===== config.mk =====
export PLATFORM = sky130hd
export DESIGN_NAME = dmem_lsu
export DESIGN_NICKNAME = d
export VERILOG_FILES = /design/src/rtl/dmem_lsu_pkg.sv /design/src/rtl/lsu_lane.sv /design/src/rtl/dmem_lsu.sv
export SDC_FILE = /design/constraint.sdc
export NUM_CORES = 1
export LEC_CHECK = 0
export ABC_AREA = 1
export CAP_MARGIN = 20
export CORE_AREA = 2 2 126 128
export DETAILED_ROUTE_END_ITERATION = 8
export DIE_AREA = 0 0 128 130
export PLACE_DENSITY = 0.84
export SLEW_MARGIN = 10
export SYNTH_ARGS = -nofsm -noshare
export SYNTH_HDL_FRONTEND = slang
export SYNTH_SLANG_ARGS = --single-unit

===== constraint.sdc =====
create_clock -name clk -period 2.2 [get_ports clk]
set_clock_uncertainty 0.15 [all_clocks]
set_input_delay 0.66 -clock clk [delete_from_list [all_inputs] [get_ports clk]]
set_output_delay 0.66 -clock clk [all_outputs]
set_load 0.1 [all_outputs]

===== src/rtl/dmem_lsu_pkg.sv =====
// -----------------------------------------------------------------------------
// dmem_lsu_pkg
// Shared definitions for the data-memory load/store unit:
//   - `XLEN       default data/address width (used when no defines file is set)
//   - F3_*        RV32I load/store width codes
//   - lsu_state_e FSM state encoding
//   - req_illegal helper that classifies a request as misaligned or illegal
// -----------------------------------------------------------------------------
`ifndef XLEN
`define XLEN 32
`endif

package dmem_lsu_pkg;

    localparam logic [2:0] F3_B  = 3'b000;
    localparam logic [2:0] F3_H  = 3'b001;
    localparam logic [2:0] F3_W  = 3'b010;
    localparam logic [2:0] F3_BU = 3'b100;
    localparam logic [2:0] F3_HU = 3'b101;

    typedef enum logic [2:0] {
        IDLE   = 3'd0,
        LOAD   = 3'd1,
        RMW_RD = 3'd2,
        WRITE  = 3'd3,
        RESP   = 3'd4
    } lsu_state_e;

    // Returns 1 for a misaligned access or a width code that is not legal
    // for the access direction. Unsigned widths exist only for loads.
    function automatic logic req_illegal(input logic       we,
                                         input logic [2:0] funct3,
                                         input logic [1:0] addr_lo);
        logic bad;
        case (funct3)
            F3_B:    bad = 1'b0;
            F3_H:    bad = addr_lo[0];
            F3_W:    bad = (addr_lo != 2'b00);
            F3_BU:   bad = we;
            F3_HU:   bad = we | addr_lo[0];
            default: bad = 1'b1;
        endcase
        return bad;
    endfunction

endpackage


===== src/rtl/lsu_lane.sv =====
// -----------------------------------------------------------------------------
// lsu_lane
// Combinational lane logic for the load/store unit.
//   rd        : word read from data memory
//   lane      : byte offset within the word (addr[1:0])
//   funct3    : width code
//   wdata     : right-aligned store data
//   load_data : addressed byte/halfword, sign- or zero-extended (word passes)
//   merged    : rd with the store byte/halfword inserted into the addressed lane
// -----------------------------------------------------------------------------
module lsu_lane
    import dmem_lsu_pkg::*;
#(
    parameter int XLEN = `XLEN
) (
    input  logic [XLEN-1:0] rd,
    input  logic [1:0]      lane,
    input  logic [2:0]      funct3,
    input  logic [XLEN-1:0] wdata,
    output logic [XLEN-1:0] load_data,
    output logic [XLEN-1:0] merged
);

    logic [4:0]      sh_s;
    logic [XLEN-1:0] shifted_s;

    assign sh_s      = {lane, 3'b000};
    assign shifted_s = rd >> sh_s;

    // Extract the addressed lane and extend it to full width.
    always_comb begin
        case (funct3)
            F3_B:    load_data = {{(XLEN-8){shifted_s[7]}}, shifted_s[7:0]};
            F3_H:    load_data = {{(XLEN-16){shifted_s[15]}}, shifted_s[15:0]};
            F3_BU:   load_data = {{(XLEN-8){1'b0}}, shifted_s[7:0]};
            F3_HU:   load_data = {{(XLEN-16){1'b0}}, shifted_s[15:0]};
            default: load_data = rd;
        endcase
    end

    // Insert the store byte/halfword into the addressed lane; other lanes keep rd.
    always_comb begin
        logic [XLEN-1:0] mask_v;
        logic [XLEN-1:0] ins_v;
        case (funct3)
            F3_B: begin
                mask_v = XLEN'(8'hFF) << sh_s;
                ins_v  = (wdata & XLEN'(8'hFF)) << sh_s;
            end
            F3_H: begin
                mask_v = XLEN'(16'hFFFF) << sh_s;
                ins_v  = (wdata & XLEN'(16'hFFFF)) << sh_s;
            end
            default: begin
                mask_v = {XLEN{1'b1}};
                ins_v  = wdata;
            end
        endcase
        merged = (rd & ~mask_v) | ins_v;
    end

endmodule


===== src/rtl/dmem_lsu.sv =====
// -----------------------------------------------------------------------------
// dmem_lsu
// Load/store unit between the pipeline and a word-only data memory.
// Sub-word stores are done as read-modify-write.
//   clk, rstn                 : clock, asynchronous active-low reset
//   req_valid/req_ready       : request handshake (ready only in IDLE)
//   req_we/funct3/addr/wdata  : request fields
//   resp_valid/rdata/err      : one-cycle response pulse with data/error
//   dmem_we/a/wd, dmem_rd     : word memory port, combinational read
// -----------------------------------------------------------------------------
module dmem_lsu
    import dmem_lsu_pkg::*;
#(
    parameter int XLEN = `XLEN
) (
    input  logic            clk,
    input  logic            rstn,
    input  logic            req_valid,
    output logic            req_ready,
    input  logic            req_we,
    input  logic [2:0]      req_funct3,
    input  logic [XLEN-1:0] req_addr,
    input  logic [XLEN-1:0] req_wdata,
    output logic            resp_valid,
    output logic [XLEN-1:0] resp_rdata,
    output logic            resp_err,
    output logic            dmem_we,
    output logic [XLEN-1:0] dmem_a,
    output logic [XLEN-1:0] dmem_wd,
    input  logic [XLEN-1:0] dmem_rd
);

    lsu_state_e      state_r, state_nxt_s;
    logic [2:0]      funct3_r;
    logic [XLEN-1:0] addr_r;
    logic [XLEN-1:0] wdata_r;
    logic [XLEN-1:0] wd_r;
    logic [XLEN-1:0] rdata_r;
    logic            err_r;

    logic            accept_s;
    logic            bad_s;
    logic [XLEN-1:0] load_data_s;
    logic [XLEN-1:0] merged_s;

    assign accept_s = (state_r == IDLE) && req_valid;
    assign bad_s    = req_illegal(req_we, req_funct3, req_addr[1:0]);

    lsu_lane #(.XLEN(XLEN)) u_lane (
        .rd        (dmem_rd),
        .lane      (addr_r[1:0]),
        .funct3    (funct3_r),
        .wdata     (wdata_r),
        .load_data (load_data_s),
        .merged    (merged_s)
    );

    // FSM state register.
    always_ff @(posedge clk or negedge rstn) begin
        if (!rstn) begin
            state_r <= IDLE;
        end else begin
            state_r <= state_nxt_s;
        end
    end

    // FSM next-state logic.
    always_comb begin
        state_nxt_s = state_r;
        case (state_r)
            IDLE: begin
                if (!req_valid) begin
                    state_nxt_s = IDLE;
                end else if (bad_s) begin
                    state_nxt_s = RESP;
                end else if (!req_we) begin
                    state_nxt_s = LOAD;
                end else if (req_funct3 == F3_W) begin
                    state_nxt_s = WRITE;
                end else begin
                    state_nxt_s = RMW_RD;
                end
            end
            LOAD:    state_nxt_s = RESP;
            RMW_RD:  state_nxt_s = WRITE;
            WRITE:   state_nxt_s = RESP;
            RESP:    state_nxt_s = IDLE;
            default: state_nxt_s = IDLE;
        endcase
    end

    // Request latch, load capture, merge capture and response registers.
    always_ff @(posedge clk or negedge rstn) begin
        if (!rstn) begin
            funct3_r <= 3'b000;
            addr_r   <= {XLEN{1'b0}};
            wdata_r  <= {XLEN{1'b0}};
            wd_r     <= {XLEN{1'b0}};
            rdata_r  <= {XLEN{1'b0}};
            err_r    <= 1'b0;
        end else begin
            if (accept_s) begin
                funct3_r <= req_funct3;
                addr_r   <= req_addr;
                wdata_r  <= req_wdata;
                err_r    <= bad_s;
                // Stores and errors report zero data; loads overwrite in LOAD.
                if (bad_s || req_we) begin
                    rdata_r <= {XLEN{1'b0}};
                end
                if (!bad_s && req_we && (req_funct3 == F3_W)) begin
                    wd_r <= req_wdata;
                end
            end
            if (state_r == LOAD) begin
                rdata_r <= load_data_s;
            end
            if (state_r == RMW_RD) begin
                wd_r <= merged_s;
            end
        end
    end

    // Outputs decode straight from registered state, so reset clears them
    // (including dmem_we) without waiting for a clock edge.
    assign req_ready  = (state_r == IDLE);
    assign resp_valid = (state_r == RESP);
    assign resp_err   = err_r;
    assign resp_rdata = rdata_r;
    assign dmem_we    = (state_r == WRITE);
    assign dmem_a     = (state_r == IDLE) ? {XLEN{1'b0}} : {addr_r[XLEN-1:2], 2'b00};
    assign dmem_wd    = wd_r;

endmodule

[Yosys cells after proc, flatten, opt, wreduce, memory -nomap -nowiden]
Cells that the tools add are included.
Operators by class
  bitwise gates (word level): 4
  multipliers: 0
  div/mod/pow operators: 0
  reduce and logical (&&, ||, !) cells: 16
  equality and inequality tests: 11
  add/subtract/negate cells: 0
  shift operators: 5
  order comparisons: 0
  mux-type cells: 16
Operators with widths (count)
  $mux 32: 7
  $pmux 32 s2: 2
  $pmux 32 s4: 1
  $and 32x32->32: 1
  $not 32->32: 1
  $or 32x32->32: 1
  $shl 16x5->32: 1
  $shl 16x5->32 const A: 1
  $shl 8x5->32: 1
  $shl 8x5->32 const A: 1
  $shr 32x5->16: 1
  $eq 3x3->1 const B: 5
  $reduce_bool 2->1: 5
  $eq 3x1->1 const B: 3
  $eq 3x2->1 const B: 3
  $logic_not 3->1: 3
  $pmux 3 s3: 1
  $mux 3: 2
  $pmux 1 s5: 1
  $reduce_and 2->1: 2
  $logic_and 1x1->1: 3
  $mux 2: 1
  $reduce_or 2->1: 1
  $logic_not 1->1: 1
  other kinds (3): 3
Word-level totals
  logic and storage cells: 59
  memory bits (writable): 0
  bits of input ports: 103
  memories kept: 0
  bits in read-only memories: 0
  latch bits: 0
  bits in registers: 135

[Depth between registers and ports, before layout]
Gate-level depths: netlist of the first run.
  depth in word-level cells: 8
  depth in mapped cells: 10
  mapped depth without buffers: 9

[Cells and area by module]
From an unflattened synthesis of the first run, not the netlist that was laid out.
Second synthesis, totals
  cell total of the unflattened synthesis: 1117
  area, all modules: 7604.8 um^2
By module, submodules not included
  dmem_lsu: sequential area each 3378.2 um^2, cells each 735, times used 1, area each 5916.9 um^2
  lsu_lane: sequential area each 0.0 um^2, cells each 382, times used 1, area each 1687.9 um^2

[Worst setup path after synthesis of the first run]
OpenSTA, ideal clock, no wires.
  kind: register to output
  start: register state_r[1]
  end: output port dmem_a[22]
  data arrival time: 2.637 ns
  slack: -1.247 ns
  buffers on the path: 1
  stages on the path, launching flop included: 6
  path through: dfrtp_1 -> nor2_2 -> nand2_1 -> inv_1 -> clkbuf_1 -> nor2_1
Between the ends
  word-level cells in the longest chain between the ends: 2
Ends and longest elaborated chain
  from (decl): RTL line dmem_lsu.sv:33  | lsu_state_e state_r, state_nxt_s;
  from (signal assigned): RTL line dmem_lsu.sv:63  | state_r <= state_nxt_s;
  $logic_not 3->1
  named net req_ready: RTL line dmem_lsu.sv:19  | output logic req_ready,
  $mux 32: RTL line dmem_lsu.sv:131  | assign dmem_a = (state_r == IDLE) ? {XLEN{1'b0}} : {addr_r[XLEN-1:2], 2'b00};
  to (decl): RTL line dmem_lsu.sv:28  | output logic [XLEN-1:0] dmem_a,
The timed path passes the listed nets, and every way through them passes these cells.

[Worst setup path in the final report of the first run]
  start: register state_r[0]
  end: output port dmem_a[8]
Between the ends
  word-level cells in the longest chain between the ends: 2
Ends and longest elaborated chain (RTL line)
  $logic_not 3->1: dmem_lsu.sv:131
  $mux 32: dmem_lsu.sv:131
No other way between the ends.

==> results of run 1 <==
[synth_stat cells, types with 2 or more instances]
| master | number | share of area, % |
|---|---|---|
| clkbuf_1 | 23 | 1.2 |
| nand3_2 | 3 | 0.41 |
| buf_2 | 17 | 1.2 |
| or2_0 | 2 | 0.17 |
| o21ai_1 | 3 | 0.20 |
| buf_4 | 12 | 1.2 |
| inv_2 | 6 | 0.31 |
| nand2_1 | 357 | 18 |
| nor3_1 | 2 | 0.14 |
| o21ai_2 | 2 | 0.24 |
| o21ai_0 | 82 | 5.6 |
| a21oi_2 | 2 | 0.24 |
| nor2_4 | 3 | 0.46 |
| a21oi_1 | 39 | 2.7 |
| buf_6 | 4 | 0.61 |
| nor2_1 | 70 | 3.6 |
| nand2_2 | 2 | 0.17 |
| nand2_4 | 2 | 0.31 |
| or2_2 | 7 | 0.60 |
| nand3_1 | 119 | 8.1 |
| clkinv_1 | 3 | 0.15 |
| buf_1 | 3 | 0.15 |
| dfrtp_1 | 135 | 46 |
| nor2_2 | 4 | 0.34 |
| inv_1 | 76 | 3.9 |
| or2_1 | 10 | 0.85 |
| o211ai_1 | 15 | 1.5 |
| o22ai_1 | 4 | 0.34 |
[stage by stage]
stage | utilization (%) | hold slack [ns] | cells | setup TNS (ns)
global placement | 70.7 | 0.312 | 1392 | -5.31
CTS | 75.9 | 0.333 | 1433 | -5.45
detailed placement | 70.7 | 0.316 | 1392 | -6.98
floorplan | - | 0.214 | 1015 | -0.267
finish | 77.3 | 0.342 | 1439 | -6.71
global route | 77.3 | 0.352 | 1439 | -7.51
[routing by layer]
layer | part of all wire [%] | wire length [microns] | up-vias | track usage (%)
li1 | - | - | 3673 | -
met1 | 38 | 10400 | 3826 | 40.8
met5 | 0 | 0 | - | 0
met3 | 9.9 | 2680 | 107 | 7.91
met4 | 4.0 | 1090 | 0 | 13.9
met2 | 48 | 12900 | 563 | 50.7
[tightest hold or removal path: stages (launching register included)]
cell and delay (ns):
dfrtp_1 0.35, nand2_1 0.05, nand2_1 0.06
[repair_timing]
item,CTS,global route
pin swaps,5,10
gates resized for setup,18,20
hold endpoints to repair,5,0
gates cloned,1,6
buffers inserted,10,3
hold buffers,1,0
endpoints found under the setup margin,32,166
[worst max path at each step]
stage             startpoint     endpoint  slack (ns)  depth (start not counted)
2_1_floorplan     state_r[1]   resp_valid       -0.26                          1
4_1_cts           state_r[2]   dmem_a[22]       -0.22                          7
3_3_place_gp   req_funct3[1]  dmem_wd[11]       -0.13                          8
3_5_place_dp   req_funct3[1]  dmem_wd[30]       -0.16                          8
6_report          state_r[0]    dmem_a[8]       -0.25                          6
5_1_grt           state_r[0]    dmem_a[8]       -0.28                          6
[final cells by class]
type                            count  area, sq um
Clock buffer                       22          484
Clock inverter                      8          145
Fill cell                         979         3500
Inverter                           85          337
Multi-Input combinational cell    736         3650
Sequential cell                   135         3380
Tap cell                          192          240
Timing Repair Buffer              261         3690
[cell families (layout without fill, tap and decap cells)]
logic type	Yosys count	in the layout
simple gates	584	584
compound gates	150	150
buf+inv	144	376
flops	135	135
other cells	1	2
[registers in the layout (all words and copies together), names as in the netlist]
| name | count |
|---|---|
| addr_r | 32 |
| dmem_wd | 32 |
| funct3_r | 3 |
| resp_err | 1 |
| resp_rdata | 32 |
| state_r | 3 |
| wdata_r | 32 |
==> impl_metrics.py, run 1 <==
metrics = {
    "status": {
        "status": "finished, violations left",
        "violations": "negative setup slack",
    },
    "global_route": {
        "grt_max_degree": 71,
        "grt_pass1_wl_mm": 41.0,
        "grt-ovfl-total": 0,
        "grt_pass1_vias": 7903,
        "antenna_found_initial": 0,
        "grt_usage_pct": 31.5,
    },
    "timing": {
        "fmax_mhz": 408,
        "grt_setup_unrepaired": "true",
        "fin_crit_ns": 2.45,
        "slew_violations": 0,
        "final_hold_viol_count": 0,
        "period_share_pct": 111,
        "setup_ws_ns": -0.248,
        "setup_viol": 33,
    },
    "synthesis": {
        "yosysSeqAreaShare_pct": 46.0,
        "synth_xor_xnor_area_share_pct": 0,
        "synth_async_sr_flop_share_pct": 100,
        "synth_adder_area_share_pct": 0,
        "synth_top_family_by_area": "simple AND/OR/NAND/NOR gates",
        "syn_inst": 1014,
        "synth_area_sq_um": 7340,
        "synth_ff_type": "dfrtp_1",
        "synthMuxAreaShare_pct": 0,
        "yosysUniqueCellTypes": 35,
        "synth_edf_count": 0,
        "postSynthAreaPerCell_sq_um": 7.24,
        "ys_ff_latch": 135,
        "yosysWarnings": 0,
        "yosys.area_share.simple_pct": 34.1,
        "synth_compound_area_share_pct": 11.2,
    },
    "floorplanning": {
        "die_area_sq_um": 16600,
        "dieHeight_microns": 130,
        "core_area_sq_um": 15400,
        "die_w_microns": 128,
        "placementRows": 46,
        "io-pin-count": 203,
        "start_util_pct": 47.6,
    },
    "worst_setup_path": {
        "cp_max_fo": 6,
        "rr_worst_depth": 12,
        "cp_data_arrival_time_ns": 1.64,
        "crit_path_top_delay_cell": "dfrtp_1",
        "cpPeakStageDelay_ns": 0.41,
        "crit_required_ns": 1.39,
        "r2r-end": "dmem_wd[17]",
        "critPathCaptureType": "output pin",
        "worstSetupPathType": "register to output pin",
        "startpoint_type": "register",
        "rrSetupSlack_ns": 0.07,
        "cp_cell_sequence": "inv_2 > nand2_4 > clkinv_8 > clkbuf_16 > nor2_4 > buf_12",
        "cp.buffers_inverters": 4,
        "r2r_start": "state_r[1]",
        "cp_top_family": "buffers and inverters",
    },
    "cells_and_area": {
        "syn_to_final_growth_pct": 62.4,
        "drive_gt1_share_pct": 21.4,
        "final_nets": 1339,
        "final_common_cell": "nand2_1",
        "most-common-layout-cells": "351 x nand2_1, 135 x dfrtp_1, 118 x nand3_1",
        "fin_area_sq_um": 11900,
        "antennaDiodeCount": 0,
    },
    "clocking": {
        "cts.sinks": 135,
        "cts_tree": "built",
        "insertion_delay_ns": 0.44,
        "clockBufferDepth": 2,
        "cts_max_level": 4,
        "cts_root_buf": "clkbuf_16",
        "path_clk_slew_ns": 0.06,
        "cts-buffers-inserted": 17,
    },
    "drt": {
        "antenna_left": 0,
        "viasPerCell": 5.68,
        "routed_wirelength_mm": 27.1,
        "post_drt_wl_per_cell_microns": 18.8,
        "dr.first_iter.drc_count": 1086,
        "vias": 8169,
        "firstDrtPassIters": 7,
        "drc": 0,
    },
    "placement": {
        "globalplace.congestion": 1.02,
        "numPortBuffers": 200,
        "dp_hpwl_mm": 18.0,
        "place_ws_ns": -0.155,
        "postPlaceCellArea_sq_um": 10900,
    },
    "job": {
        "max-cap-violations": 0,
    },
    "min_path": {
        "min_from": "wdata_r[20]",
        "hold_class": "register to register",
        "hold-path-endpoint": "wdata_r[20]",
        "hold_path_depth": 2,
    },
}
Power of run 1 is not shown: default switching activity piles up to over one toggle a cycle in this logic, so the estimate is an artifact.
==> run 2, diff against run 1 <==
clock period = 2.7 ns   (was 2.2 ns; I/O delays follow)
==> impl_metrics.py, run 2 (synthesis results as in run 1) <==
metrics = {
    "status": {
        "status": "finished, final reports clean",
    },
    "worst_setup_path": {
        "rr_worst_depth": 9,
        "critPathCaptureType": "output pin",
        "startpoint_type": "register",
        "crit_required_ns": 1.74,
        "r2r_start": "addr_r[1]",
        "cp_cell_sequence": "nor2_4 > nand2_1 > inv_2 > buf_12 > nor2_1 > buf_12",
        "crit_top_cell": "buf_12",
        "cp.buffers_inverters": 3,
        "r2r-end": "dmem_wd[22]",
        "worstSetupPathType": "register to output pin",
        "cp_max_fo": 16,
        "cp_top_family": "buffers and inverters",
        "crit_path_top_delay_cell": "dfrtp_1",
        "cpPeakStageDelay_ns": 0.43,
        "rrSetupSlack_ns": 0.48,
        "cp_data_arrival_time_ns": 1.67,
    },
    "clocking": {
        "insertion_delay_ns": 0.44,
        "cts_tree": "built",
        "cts_setup_buffers": 0,
        "clockBufferDepth": 2,
        "path_clk_slew_ns": 0.06,
        "cts-buffers-inserted": 17,
        "cts_max_level": 4,
        "cts_root_buf": "clkbuf_16",
        "cts.sinks": 135,
    },
    "cells_and_area": {
        "final_nets": 1295,
        "most-common-layout-cells": "357 x nand2_1, 135 x dfrtp_1, 119 x nand3_1",
        "antennaDiodeCount": 0,
        "final_common_cell": "nand2_1",
        "drive_gt1_share_pct": 17.1,
        "seq_area_sq_um": 3380,
        "multi_input_area_sq_um": 3400,
        "num-fill-cells": 1251,
        "layoutNonFillerInstCount": 1394,
        "syn_to_final_growth_pct": 40.0,
    },
    "global_route": {
        "grt_max_degree": 69,
        "grt_pass1_vias": 7222,
        "grt-ovfl-total": 0,
        "grt_pass1_wl_mm": 37.0,
        "grt_usage_pct": 28.5,
        "antenna_found_initial": 0,
    },
    "job": {
        "max-cap-violations": 0,
    },
    "timing": {
        "setup_ws_ns": 0.0656,
        "slew_headroom_pct": 59.8,
        "fmax_mhz": 380,
        "setup_viol": 0,
        "hold_slack_ns": 0.148,
        "worst_pin_slew_ns": 0.601,
        "grt_setup_unrepaired": "false",
        "final_hold_viol_count": 0,
        "fin_crit_ns": 2.63,
        "period_share_pct": 97.6,
        "slew_violations": 0,
    },
    "drt": {
        "drc": 0,
        "viasPerCell": 5.44,
        "vias": 7582,
        "antenna_left": 0,
        "dr.first_iter.drc_count": 827,
        "post_drt_wl_per_cell_microns": 16.9,
        "routed_wirelength_mm": 23.5,
        "firstDrtPassIters": 6,
    },
    "placement": {
        "placed_cells": 1363,
        "globalplace.congestion": 0.957,
        "dp_hpwl_mm": 16.4,
        "numPortBuffers": 200,
        "place_ws_ns": 0.195,
    },
    "floorplanning": {
        "core_area_sq_um": 15400,
        "dieHeight_microns": 130,
        "die_area_sq_um": 16600,
        "io-pin-count": 203,
        "placementRows": 46,
        "die_w_microns": 128,
        "start_util_pct": 47.6,
    },
    "min_path": {
        "hold_class": "input pin to async pin",
    },
}
run 2: worst reg2reg max path: stages (launching register included):
cell     delay [ns]
dfrtp_1        0.65
inv_2          0.23
nor2_4         0.41
nor2_2         0.16
nand3_1        0.17
nand2_1        0.07
inv_1          0.07
nand2_1        0.06
nand3_1        0.08
nand2_1        0.06
run 2: area by class of cell:
type	instances	area share, %
clock buffer	21	4.48
timing repair buffer	217	23.4
clock inverter	8	0.742
sequential	135	32.8
multi-input combinational	736	33.1
tap	192	2.34
inverter	85	3.10
run 2: timing repair:
action / in CTS / in global routing
hold buffers: 0 / 0
gates cloned: 0 / 2
pin swaps: 1 / 0
endpoints found under the setup margin: 7 / 30
gates resized for setup: 1 / 2
run 2: per-stage QoR:
stage	setup TNS (ns)	area (sq um)	util [%]
global placement	0	9700	62.9
finish	0	10300	66.7
detailed placement	0	9700	62.9
global route	0	10300	66.7
CTS	-0.0113	10200	66.4
floorplan	-4.86	7410	-
run 2: worst max path at each step:
stage             startpoint     endpoint  slack (ns)  cells after the start
3_5_place_dp   req_funct3[1]   dmem_wd[0]        0.19                      7
4_1_cts           state_r[2]   dmem_a[28]      -0.005                      6
2_1_floorplan     state_r[1]   dmem_a[25]       -0.69                      5
3_3_place_gp   req_funct3[2]  dmem_wd[10]        0.27                      6
6_report          state_r[2]   dmem_a[28]        0.07                      6
5_1_grt           state_r[2]   dmem_a[31]        0.01                      6
run 2: per-layer routing:
layer | vias up | share of wire, % | global-route usage (%)
met5 | - | 0 | 0
met4 | 0 | 3.2 | 11.1
met3 | 61 | 9.4 | 8.00
met2 | 396 | 45 | 44.6
met1 | 3546 | 42 | 37.9
li1 | 3579 | - | -
Power of run 2 is left out for the same reason.
==> run 3, diff against run 2 <==
CAP_MARGIN = 25   (was 20)
==> results of run 3 <==
Same layout as run 2: the final DEF is identical, and so are final timing and power.
Power of run 3 is left out for the same reason.
